File: src/rtl/sm4_cipher_core_if.sv
// SM4 core handshake bundle: round-key bus, input block and result channels.
// The master drives blocks and keys; the slave is the cipher core.
interface sm4_cipher_core_if;
    logic [1023:0] RK_i;
    logic          RK_READY_i;
    logic [127:0]  DIN_i;
    logic          DEC_i;
    logic          DIN_VALID_i;
    logic          DIN_READY_o;
    logic [127:0]  DOUT_o;
    logic          DOUT_VALID_o;
    logic          DOUT_READY_i;

    modport master (
        output RK_i, RK_READY_i, DIN_i, DEC_i, DIN_VALID_i, DOUT_READY_i,
        input  DIN_READY_o, DOUT_o, DOUT_VALID_o
    );

    modport slave (
        input  RK_i, RK_READY_i, DIN_i, DEC_i, DIN_VALID_i, DOUT_READY_i,
        output DIN_READY_o, DOUT_o, DOUT_VALID_o
    );
endinterface

File: src/rtl/sm4_cipher_core.sv
// Iterative SM4 encrypt/decrypt datapath, UNROLL rounds per clock.
// Round keys are latched on accept so the key bus may change mid-block.
module sm4_cipher_core #(
    parameter int UNROLL = 1
) (
    input  logic              CLK_i,
    input  logic              RST_i,
    sm4_cipher_core_if.slave  bus
);
    typedef enum logic [1:0] {IDLE, RUN, DONE} state_t;

    localparam logic [4:0] LAST = 5'(32 - UNROLL);
    localparam logic [4:0] STEP = 5'(UNROLL);

    // Entry 0 sits in the top byte, so it is addressed by the inverted index.
    localparam logic [255:0][7:0] SBOX = {
        128'hd690e9fecce13db716b614c228fb2c05,
        128'h2b679a762abe04c3aa44132649860699,
        128'h9c4250f491ef987a33540b43edcfac62,
        128'he4b31ca9c908e89580df94fa758f3fa6,
        128'h4707a7fcf37317ba83593c19e6854fa8,
        128'h686b81b27164da8bf8eb0f4b70569d35,
        128'h1e240e5e6358d1a225227c3b01217887,
        128'hd40046579fd327524c3602e7a0c4c89e,
        128'heabf8ad240c738b5a3f7f2cef96115a1,
        128'he0ae5da49b341a55ad933230f58cb1e3,
        128'h1df6e22e8266ca60c02923ab0d534e6f,
        128'hd5db3745defd8e2f03ff6a726d6c5b51,
        128'h8d1baf92bbddbc7f11d95c411f105ad8,
        128'h0ac13188a5cd7bbd2d74d012b8e5b4b0,
        128'h8969974a0c96777e65b9f109c56ec684,
        128'h18f07dec3adc4d2079ee5f3ed7cb3948
    };

    function automatic logic [31:0] sbox_32b(input logic [31:0] w);
        return {SBOX[~w[31:24]], SBOX[~w[23:16]],
                SBOX[~w[15:8]],  SBOX[~w[7:0]]};
    endfunction

    function automatic logic [31:0] l_fn(input logic [31:0] b);
        return b ^ {b[29:0], b[31:30]} ^ {b[21:0], b[31:22]}
                 ^ {b[13:0], b[31:14]} ^ {b[7:0],  b[31:8]};
    endfunction

    state_t          state_q;
    logic [4:0]      cnt_q;
    logic [31:0]     x0_q, x1_q, x2_q, x3_q;
    logic            dec_q;
    logic [1023:0]   rk_q;
    logic [127:0]    dout_q;
    logic            dout_valid_q;

    logic [31:0]     w0, w1, w2, w3, t;
    logic [4:0]      n, idx;
    logic            accept;

    assign bus.DIN_READY_o  = (state_q == IDLE) && bus.RK_READY_i && !RST_i;
    assign bus.DOUT_o       = dout_q;
    assign bus.DOUT_VALID_o = dout_valid_q;
    assign accept           = bus.DIN_VALID_i && bus.DIN_READY_o;

    // Window slides by one word per round: w0..w3 = X[n..n+3].
    always_comb begin
        w0  = x0_q;
        w1  = x1_q;
        w2  = x2_q;
        w3  = x3_q;
        n   = '0;
        idx = '0;
        t   = '0;
        for (int u = 0; u < UNROLL; u++) begin
            n   = cnt_q + 5'(u);
            idx = dec_q ? 5'd31 - n : n;
            t   = w0 ^ l_fn(sbox_32b(w1 ^ w2 ^ w3 ^
                  rk_q[1023 - 32 * int'(idx) -: 32]));
            w0  = w1;
            w1  = w2;
            w2  = w3;
            w3  = t;
        end
    end

    always_ff @(posedge CLK_i) begin
        if (RST_i) begin
            state_q      <= IDLE;
            cnt_q        <= '0;
            dout_q       <= '0;
            dout_valid_q <= 1'b0;
        end else begin
            unique case (state_q)
                IDLE: begin
                    if (accept) begin
                        x0_q    <= bus.DIN_i[127:96];
                        x1_q    <= bus.DIN_i[95:64];
                        x2_q    <= bus.DIN_i[63:32];
                        x3_q    <= bus.DIN_i[31:0];
                        dec_q   <= bus.DEC_i;
                        rk_q    <= bus.RK_i;
                        cnt_q   <= '0;
                        state_q <= RUN;
                    end
                end
                RUN: begin
                    x0_q  <= w0;
                    x1_q  <= w1;
                    x2_q  <= w2;
                    x3_q  <= w3;
                    cnt_q <= cnt_q + STEP;
                    if (cnt_q == LAST) begin
                        dout_q       <= {w3, w2, w1, w0};
                        dout_valid_q <= 1'b1;
                        state_q      <= DONE;
                    end
                end
                DONE: begin
                    if (bus.DOUT_READY_i) begin
                        dout_valid_q <= 1'b0;
                        state_q      <= IDLE;
                    end
                end
                default: state_q <= IDLE;
            endcase
        end
    end
endmodule

File: src/flat_wrapper.sv
// flat-port wrapper written by rule: the top's interface ports become plain ports
module sm4_cipher_core_flat 
#(
    parameter int UNROLL = 1
)
  (CLK_i, RST_i, bus_RK_i, bus_RK_READY_i, bus_DIN_i, bus_DEC_i, bus_DIN_VALID_i, bus_DOUT_READY_i, bus_DIN_READY_o, bus_DOUT_o, bus_DOUT_VALID_o);
  sm4_cipher_core_if bus_i ();
  input  logic CLK_i;
  input  logic RST_i;
  input wire logic [$bits(bus_i.RK_i)-1:0] bus_RK_i;
  input wire logic [$bits(bus_i.RK_READY_i)-1:0] bus_RK_READY_i;
  input wire logic [$bits(bus_i.DIN_i)-1:0] bus_DIN_i;
  input wire logic [$bits(bus_i.DEC_i)-1:0] bus_DEC_i;
  input wire logic [$bits(bus_i.DIN_VALID_i)-1:0] bus_DIN_VALID_i;
  input wire logic [$bits(bus_i.DOUT_READY_i)-1:0] bus_DOUT_READY_i;
  output wire logic [$bits(bus_i.DIN_READY_o)-1:0] bus_DIN_READY_o;
  output wire logic [$bits(bus_i.DOUT_o)-1:0] bus_DOUT_o;
  output wire logic [$bits(bus_i.DOUT_VALID_o)-1:0] bus_DOUT_VALID_o;
  assign bus_i.RK_i = bus_RK_i;
  assign bus_i.RK_READY_i = bus_RK_READY_i;
  assign bus_i.DIN_i = bus_DIN_i;
  assign bus_i.DEC_i = bus_DEC_i;
  assign bus_i.DIN_VALID_i = bus_DIN_VALID_i;
  assign bus_i.DOUT_READY_i = bus_DOUT_READY_i;
  assign bus_DIN_READY_o = bus_i.DIN_READY_o;
  assign bus_DOUT_o = bus_i.DOUT_o;
  assign bus_DOUT_VALID_o = bus_i.DOUT_VALID_o;
  sm4_cipher_core #(.UNROLL(UNROLL)) u_core (.CLK_i(CLK_i), .RST_i(RST_i), .bus(bus_i));
endmodule
File: config.mk
export PLATFORM = sky130hd
export DESIGN_NAME = sm4_cipher_core_flat
export DESIGN_NICKNAME = d
export VERILOG_FILES = /design/src/rtl/sm4_cipher_core_if.sv /design/src/rtl/sm4_cipher_core.sv /design/src/flat_wrapper.sv
export SDC_FILE = /design/constraint.sdc
export NUM_CORES = 2
export LEC_CHECK = 0
export ABC_AREA = 1
export ABC_CLOCK_PERIOD_IN_PS = 31700
export CAP_MARGIN = 15
export CORE_AREA = 2 2 501 503
export DETAILED_ROUTE_END_ITERATION = 8
export DIE_AREA = 0 0 503 505
export GPL_TIMING_DRIVEN = 0
export PLACE_DENSITY = 0.45
export SYNTH_ARGS = -nofsm -noshare
export SYNTH_HDL_FRONTEND = slang
export SYNTH_SLANG_ARGS = --single-unit
File: constraint.sdc
create_clock -name CLK_i -period 31.7 [get_ports CLK_i]
set_input_delay 6.34 -clock CLK_i [delete_from_list [all_inputs] [get_ports CLK_i]]
set_output_delay 6.34 -clock CLK_i [all_outputs]
set_load 0.02 [all_outputs]
== Word-level counts from Yosys, hierarchy flattened ==
Memories as Yosys holds them, arrays and structs flattened.
Index checks and enable logic that the tools add are counted.

* $add $sub $neg: 3
* Order comparisons: 4
* Eq/ne operators: 6
* Shift-type cells: 1
* Multiplexer cells: 22
* Bitwise operators: 13
* Reduce and logical (&&, ||, !) cells: 13

{| class="wikitable"
|+ Operator list
! kind !! number
|-
| 1055-bit by 32-bit indexed part select with 32-bit output || 1
|-
| 32-bit case mux with 2 select lines || 4
|-
| 32-bit bitwise XOR || 8
|-
| 32-bit 2-to-1 mux || 4
|-
| 8-bit by 9-bit < comparator with 1-bit output, second input constant || 4
|-
| 8-bit 2-to-1 mux || 4
|-
| 8-bit inverter || 4
|-
| 3-bit AND reduction || 4
|-
| 10-bit by 10-bit subtractor with 11-bit output, first input constant || 1
|-
| 5-bit 2-to-1 mux || 2
|-
| 5-bit case mux with 2 select lines || 1
|-
| 2-bit 2-to-1 mux || 3
|-
| 2-bit case mux with 3 select lines || 1
|-
| 5-bit by 1-bit adder with 5-bit output, second input constant || 1
|-
| 5-bit == test, second input constant || 1
|-
| 5-bit subtractor, first input constant || 1
|-
| 2-bit by 1-bit inequality test with 1-bit output, second input constant || 2
|-
| 2-bit AND reduction || 2
|-
| 2-bit nonzero test || 2
|-
| 1-bit logical AND || 3
|-
| 2-bit by 1-bit == test with 1-bit output, second input constant || 1
|-
| 2-bit == test, second input constant || 1
|-
| 2-bit logical NOT || 1
|-
| 1-bit 2-to-1 mux || 2
|-
| 4 further kinds || 4
|}

* Flip-flop bits (word level): 1,289
* Bits in read-only memories: 8,192
* Input bits: 1,158
* Output and inout port bits: 130
* Logic and storage cells: 76
* Memories: 4

{| class="wikitable"
|+ Memories
! name !! depth !! bits a word !! read ports !! clocked after memory_dff !! wr ports !! RTL line !! text
|-
| (no name shown) || 256 || 8 || 1 || 0 || 0 || sm4_cipher_core.sv:36 || <nowiki>return {SBOX[~w[31:24]], SBOX[~w[23:16]],</nowiki>
|-
| (no name shown) || 256 || 8 || 1 || 0 || 0 || sm4_cipher_core.sv:36 ||
|-
| (no name shown) || 256 || 8 || 1 || 0 || 0 || sm4_cipher_core.sv:37 || <nowiki>SBOX[~w[15:8]], SBOX[~w[7:0]]};</nowiki>
|-
| (no name shown) || 256 || 8 || 1 || 0 || 0 || sm4_cipher_core.sv:37 ||
|}

== Longest topological paths before layout ==
* Word-level depth: 14
* Gate-level depth with buffers: 39
* Gate-level depth less buffers: 34

== Worst setup path before layout ==
Ideal clock, no wire load.

* Path type: input-to-reg
* From: input port RST_i
* To: register u_core.dec_q (enable)
* Arrival: 26.896 ns
* Required time: 30.339 ns
* Setup slack: 3.443 ns
* Stages: 5
* Path buffers: 0
* Path through: inv_2 -> nand2_1 -> nor3_1 -> nand2_1 -> inv_1

* Longest elaborated chain between the ends: 4
* Elaborated cells on any way between the ends: 5

{| class="wikitable"
|+ Ends and longest elaborated chain
! item !! RTL line !! text
|-
| start, declared || flat_wrapper.sv:9 || <nowiki>input logic RST_i;</nowiki>
|-
| 1-bit logical NOT || sm4_cipher_core.sv:57 || <nowiki>assign bus.DIN_READY_o = (state_q == IDLE) && bus.RK_READY_i && !RST_i;</nowiki>
|-
| 1-bit logical AND || sm4_cipher_core.sv:57 ||
|-
| named net bus_DIN_READY_o || flat_wrapper.sv:16 || <nowiki>output wire logic [$bits(bus_i.DIN_READY_o)-1:0] bus_DIN_READY_o;</nowiki>
|-
| 1-bit logical AND || sm4_cipher_core.sv:60 || <nowiki>assign accept = bus.DIN_VALID_i && bus.DIN_READY_o;</nowiki>
|-
| 3-bit AND reduction (no source line) || n/a ||
|-
| end signal, assigned || sm4_cipher_core.sv:97 || <nowiki>dec_q <= bus.DEC_i;</nowiki>
|-
| end, declared || sm4_cipher_core.sv:48 || <nowiki>logic dec_q;</nowiki>
|}

The timed path passes the listed nets, and every way through them passes these cells.
A chain may end at the register's enable or synchronous reset.

== Worst setup path after layout ==
* From: input port RST_i
* To: output port bus_DIN_READY_o

* Longest elaborated chain between the ends: 2

{| class="wikitable"
|+ Ends and longest elaborated chain
! item !! RTL line
|-
| 1-bit logical NOT || sm4_cipher_core.sv:57
|-
| 1-bit logical AND || sm4_cipher_core.sv:57
|-
| end, declared || flat_wrapper.sv:16
|}

No other way between the ends.

==> results.ini <==
[place]
dp_hpwl_microns = 378000
gp_congestion = 0.995
dpl_worst_slack_ns = 16.84
numPortBuffers = 1287

[clock_network]
cts.htree.levels = 4
clockRootBuffer = clkbuf_16
clk_pin_slew_ns = 0.05
cts_setup_buffers = 0
clock_sinks = 1289
ctsResizeCount = 0
clockBufferDepth = 3
postCtsHoldBufs = 0
cts_tree = done
clk_latency_ns = 0.87
cts_buffers = 153

[sta]
drv_slew = 0
clock.fmax_mhz = 66.8
slew-limit-headroom_pct = 8.11
period_share_pct = 47.2
worst_pin_slew_ns = 1.37
finalHoldViolCount = 0
finalCriticalPeriod_ns = 14.96
skew_ns = 0.0864
setup_slack_ns = 16.74
setup_viol_count_final = 0
setup_tns_ns = 0
grt_setup_unrepaired = no

[floorplan]
io_pins = 1288
dieArea_sq_um = 254000
die_w_microns = 503
placementRows = 183
core_sq_um = 248000
die_h_microns = 505
start_util_pct = 27.6

[worst_setup_path]
worstPathMaxFanout = 9
end_kind = output pin
rrSetupSlack_ns = 24.13
cp.required_ns = 25.36
cp-start-kind = input pin
arrival_ns = 8.62
path_class = in -> out

[synth]
synth-xor-area-share_pct = 1.34
synth_adder_area_share_pct = 0.840
ys_async_sr_fraction_pct = 0
synth_simple_gate_area_share_pct = 34.1
yosysSeqAreaShare_pct = 54.5
synthMuxAreaShare_pct = 0
post_synth.cell_area_avg_sq_um = 8.53
synth_compound_area_share_pct = 3.25
yosysTopAreaCell = edfxtp_1
ys_ff_latch = 1289
ys_warn_count = 0
synth.net_count = 9235
syn_inst = 8031
ys_types = 42
synth_top_family_by_area = simple AND/OR/NAND/NOR gates
synth_edf_count = 1153
synth_ff_type = edfxtp_1
yosysTopAreaCellShare_pct = 50.6
netlist_top_cells_area = edfxtp_1 51%, nand2_1 15%, nand3_1 15%, dfxtp_1 4.0%, nor2_1 2.4%
syn-cell-area_sq_um = 68500

[power]
p_per_area_nw_per_um2 = 60.5
vdd_drop_max_v = 0.0000550
finalPower_mw = 5.52
power_leakage_nw = 36.9

[drt]
first_iter_violations = 9568
avgRoutedWirePerCell_microns = 36.4
wl_microns = 475000
first_pass_iters = 8
num_vias = 70161
routed_via_density = 5.39
wirelength_met1_microns = 190000
drc = 0
drtAntennaViolNets = 0
met3_length_microns = 41300
met2WireLength_microns = 223000
routed.top_layer = met5

[run_status]
status = finished clean

[job]
cap_viol_max_count = 0

[grt]
antenna_found_initial = 202
globalRouteTotalUtil_pct = 36.1
grt_pass1_vias = 66123
grt_max_degree = 136
grt_first_pass_wirelength_microns = 615000
overflow = 0

[cells_and_area]
area_growth_pct = 33.3
drive_gt1_share_pct = 8.11
final_nets = 10702
nFillCells = 25976

[worst_hold_path]
hp-class = reg -> reg

## report_power, final
part	internal, mW	switching (mW)
clock network	0.998	0.799
registers	1.91	0.0242
logic	0.500	1.29
total	3.41	2.11
## final cells by class
| class | instances | area [sq um] | share of cell area (%) |
|---|---|---|---|
| antenna | 78 | 195 | 0.214 |
| buffer | 487 | 2970 | 3.25 |
| clock buffer | 206 | 4120 | 4.51 |
| clock inverter | 71 | 867 | 0.950 |
| inverter | 296 | 1120 | 1.23 |
| multi-input combinational | 5959 | 27100 | 29.7 |
| sequential | 1289 | 37300 | 40.9 |
| tap | 3330 | 4170 | 4.57 |
| timing repair buffer | 1312 | 13400 | 14.7 |
## logic make-up (layout without fill, tap and decap cells)
kind of cell | Yosys count | after routing
and+or+nand+nor | 5403 | 5403
AOI/OAI and AO/OA | 419 | 419
adders and majority gates | 46 | 46
buffers and inverters | 783 | 2372
DFF | 1289 | 1289
other | 0 | 78
xor gates and xnor gates | 91 | 91
## worst max-delay path, cell delays in order
cell and delay [ns]:
clkdlybuf4s50_1 0.50, inv_2 0.36, nand2_1 0.09, nor3_1 0.49, clkdlybuf4s50_1 0.80
## flip-flops by register name (all words and copies together) (netlist names)
| register | count |
|---|---|
| u_core.rk_q | 1024 |
| u_core.x0_q | 32 |
| u_core.cnt_q | 5 |
| u_core.bus.DOUT_o | 128 |
| u_core.w1 | 32 |
| u_core.w0 | 32 |
| u_core.bus.DOUT_VALID_o | 1 |
| u_core.state_q | 2 |
| u_core.dec_q | 1 |
| u_core.w2 | 32 |
## cells in the final DEF (no fill, tap or decap), drive strengths merged
master | Yosys | routed
a211oi | 1 | 1
a21oi | 97 | 97
a221oi | 2 | 2
a31o | 1 | 1
a31oi | 3 | 3
buf | 390 | 415
bufinv | 0 | 9
clkbuf | 97 | 303
clkdlybuf4s50 | 0 | 1287
clkinv | 1 | 54
clkinvlp | 0 | 6
dfxtp | 136 | 136
diode | 0 | 78
edfxtp | 1153 | 1153
ha | 46 | 46
inv | 295 | 298
nand2 | 2888 | 2888
nand3 | 2013 | 2013
nand3b | 17 | 17
nand4 | 21 | 21
nor2 | 454 | 454
nor3 | 3 | 3
o211ai | 18 | 18
o21ai | 257 | 257
o22a | 4 | 4
o22ai | 36 | 36
or2 | 7 | 7
xnor2 | 42 | 42
xor2 | 49 | 49
## worst paths after layout
path,start,to,cells past startpoint
worst max-delay path,RST_i,bus_DIN_READY_o,5
worst min-delay path,u_core.bus.DOUT_o[12],u_core.bus.DOUT_o[12],2
worst min register to register,u_core.bus.DOUT_o[12],u_core.bus.DOUT_o[12],2
worst max register to register,u_core.cnt_q[1],u_core.w2[18],27
## cells in the mapped netlist (3+ instances only)
master,instances
a21oi_1,95
a31oi_1,3
buf_1,14
buf_2,197
buf_4,120
buf_6,59
clkbuf_1,97
dfxtp_1,136
edfxtp_1,1153
ha_1,46
inv_1,256
inv_2,38
nand2_1,2803
nand2_2,73
nand2_4,12
nand3_1,1995
nand3_2,17
nand3b_1,17
nand4_1,21
nor2_1,444
nor2_2,9
nor3_1,3
o211ai_1,18
o21ai_0,223
o21ai_1,34
o22a_1,4
o22ai_1,36
or2_1,6
xnor2_1,39
xnor2_2,3
xor2_1,39
xor2_2,8
## metrics by stage
step	util [%]	instance area, sq um	hold WS [ns]	instances
global route	36.7	91200	0.528	12999
detailed placement	34.7	86100	0.497	12672
global placement	34.5	85500	0.500	12648
CTS	36.7	91100	0.517	12949
floorplan	-	68500	0.482	8031
finish	36.8	91300	0.512	13028
## metal layers
| layer | GRT usage (%) | up-vias |
|---|---|---|
| li1 | - | 30357 |
| met4 | 14.3 | 114 |
| met3 | 8.51 | 778 |
| met1 | 45.9 | 34987 |
| met5 | 0 | - |
| met2 | 58.6 | 3925 |
(Power assumes the default switching activity.)
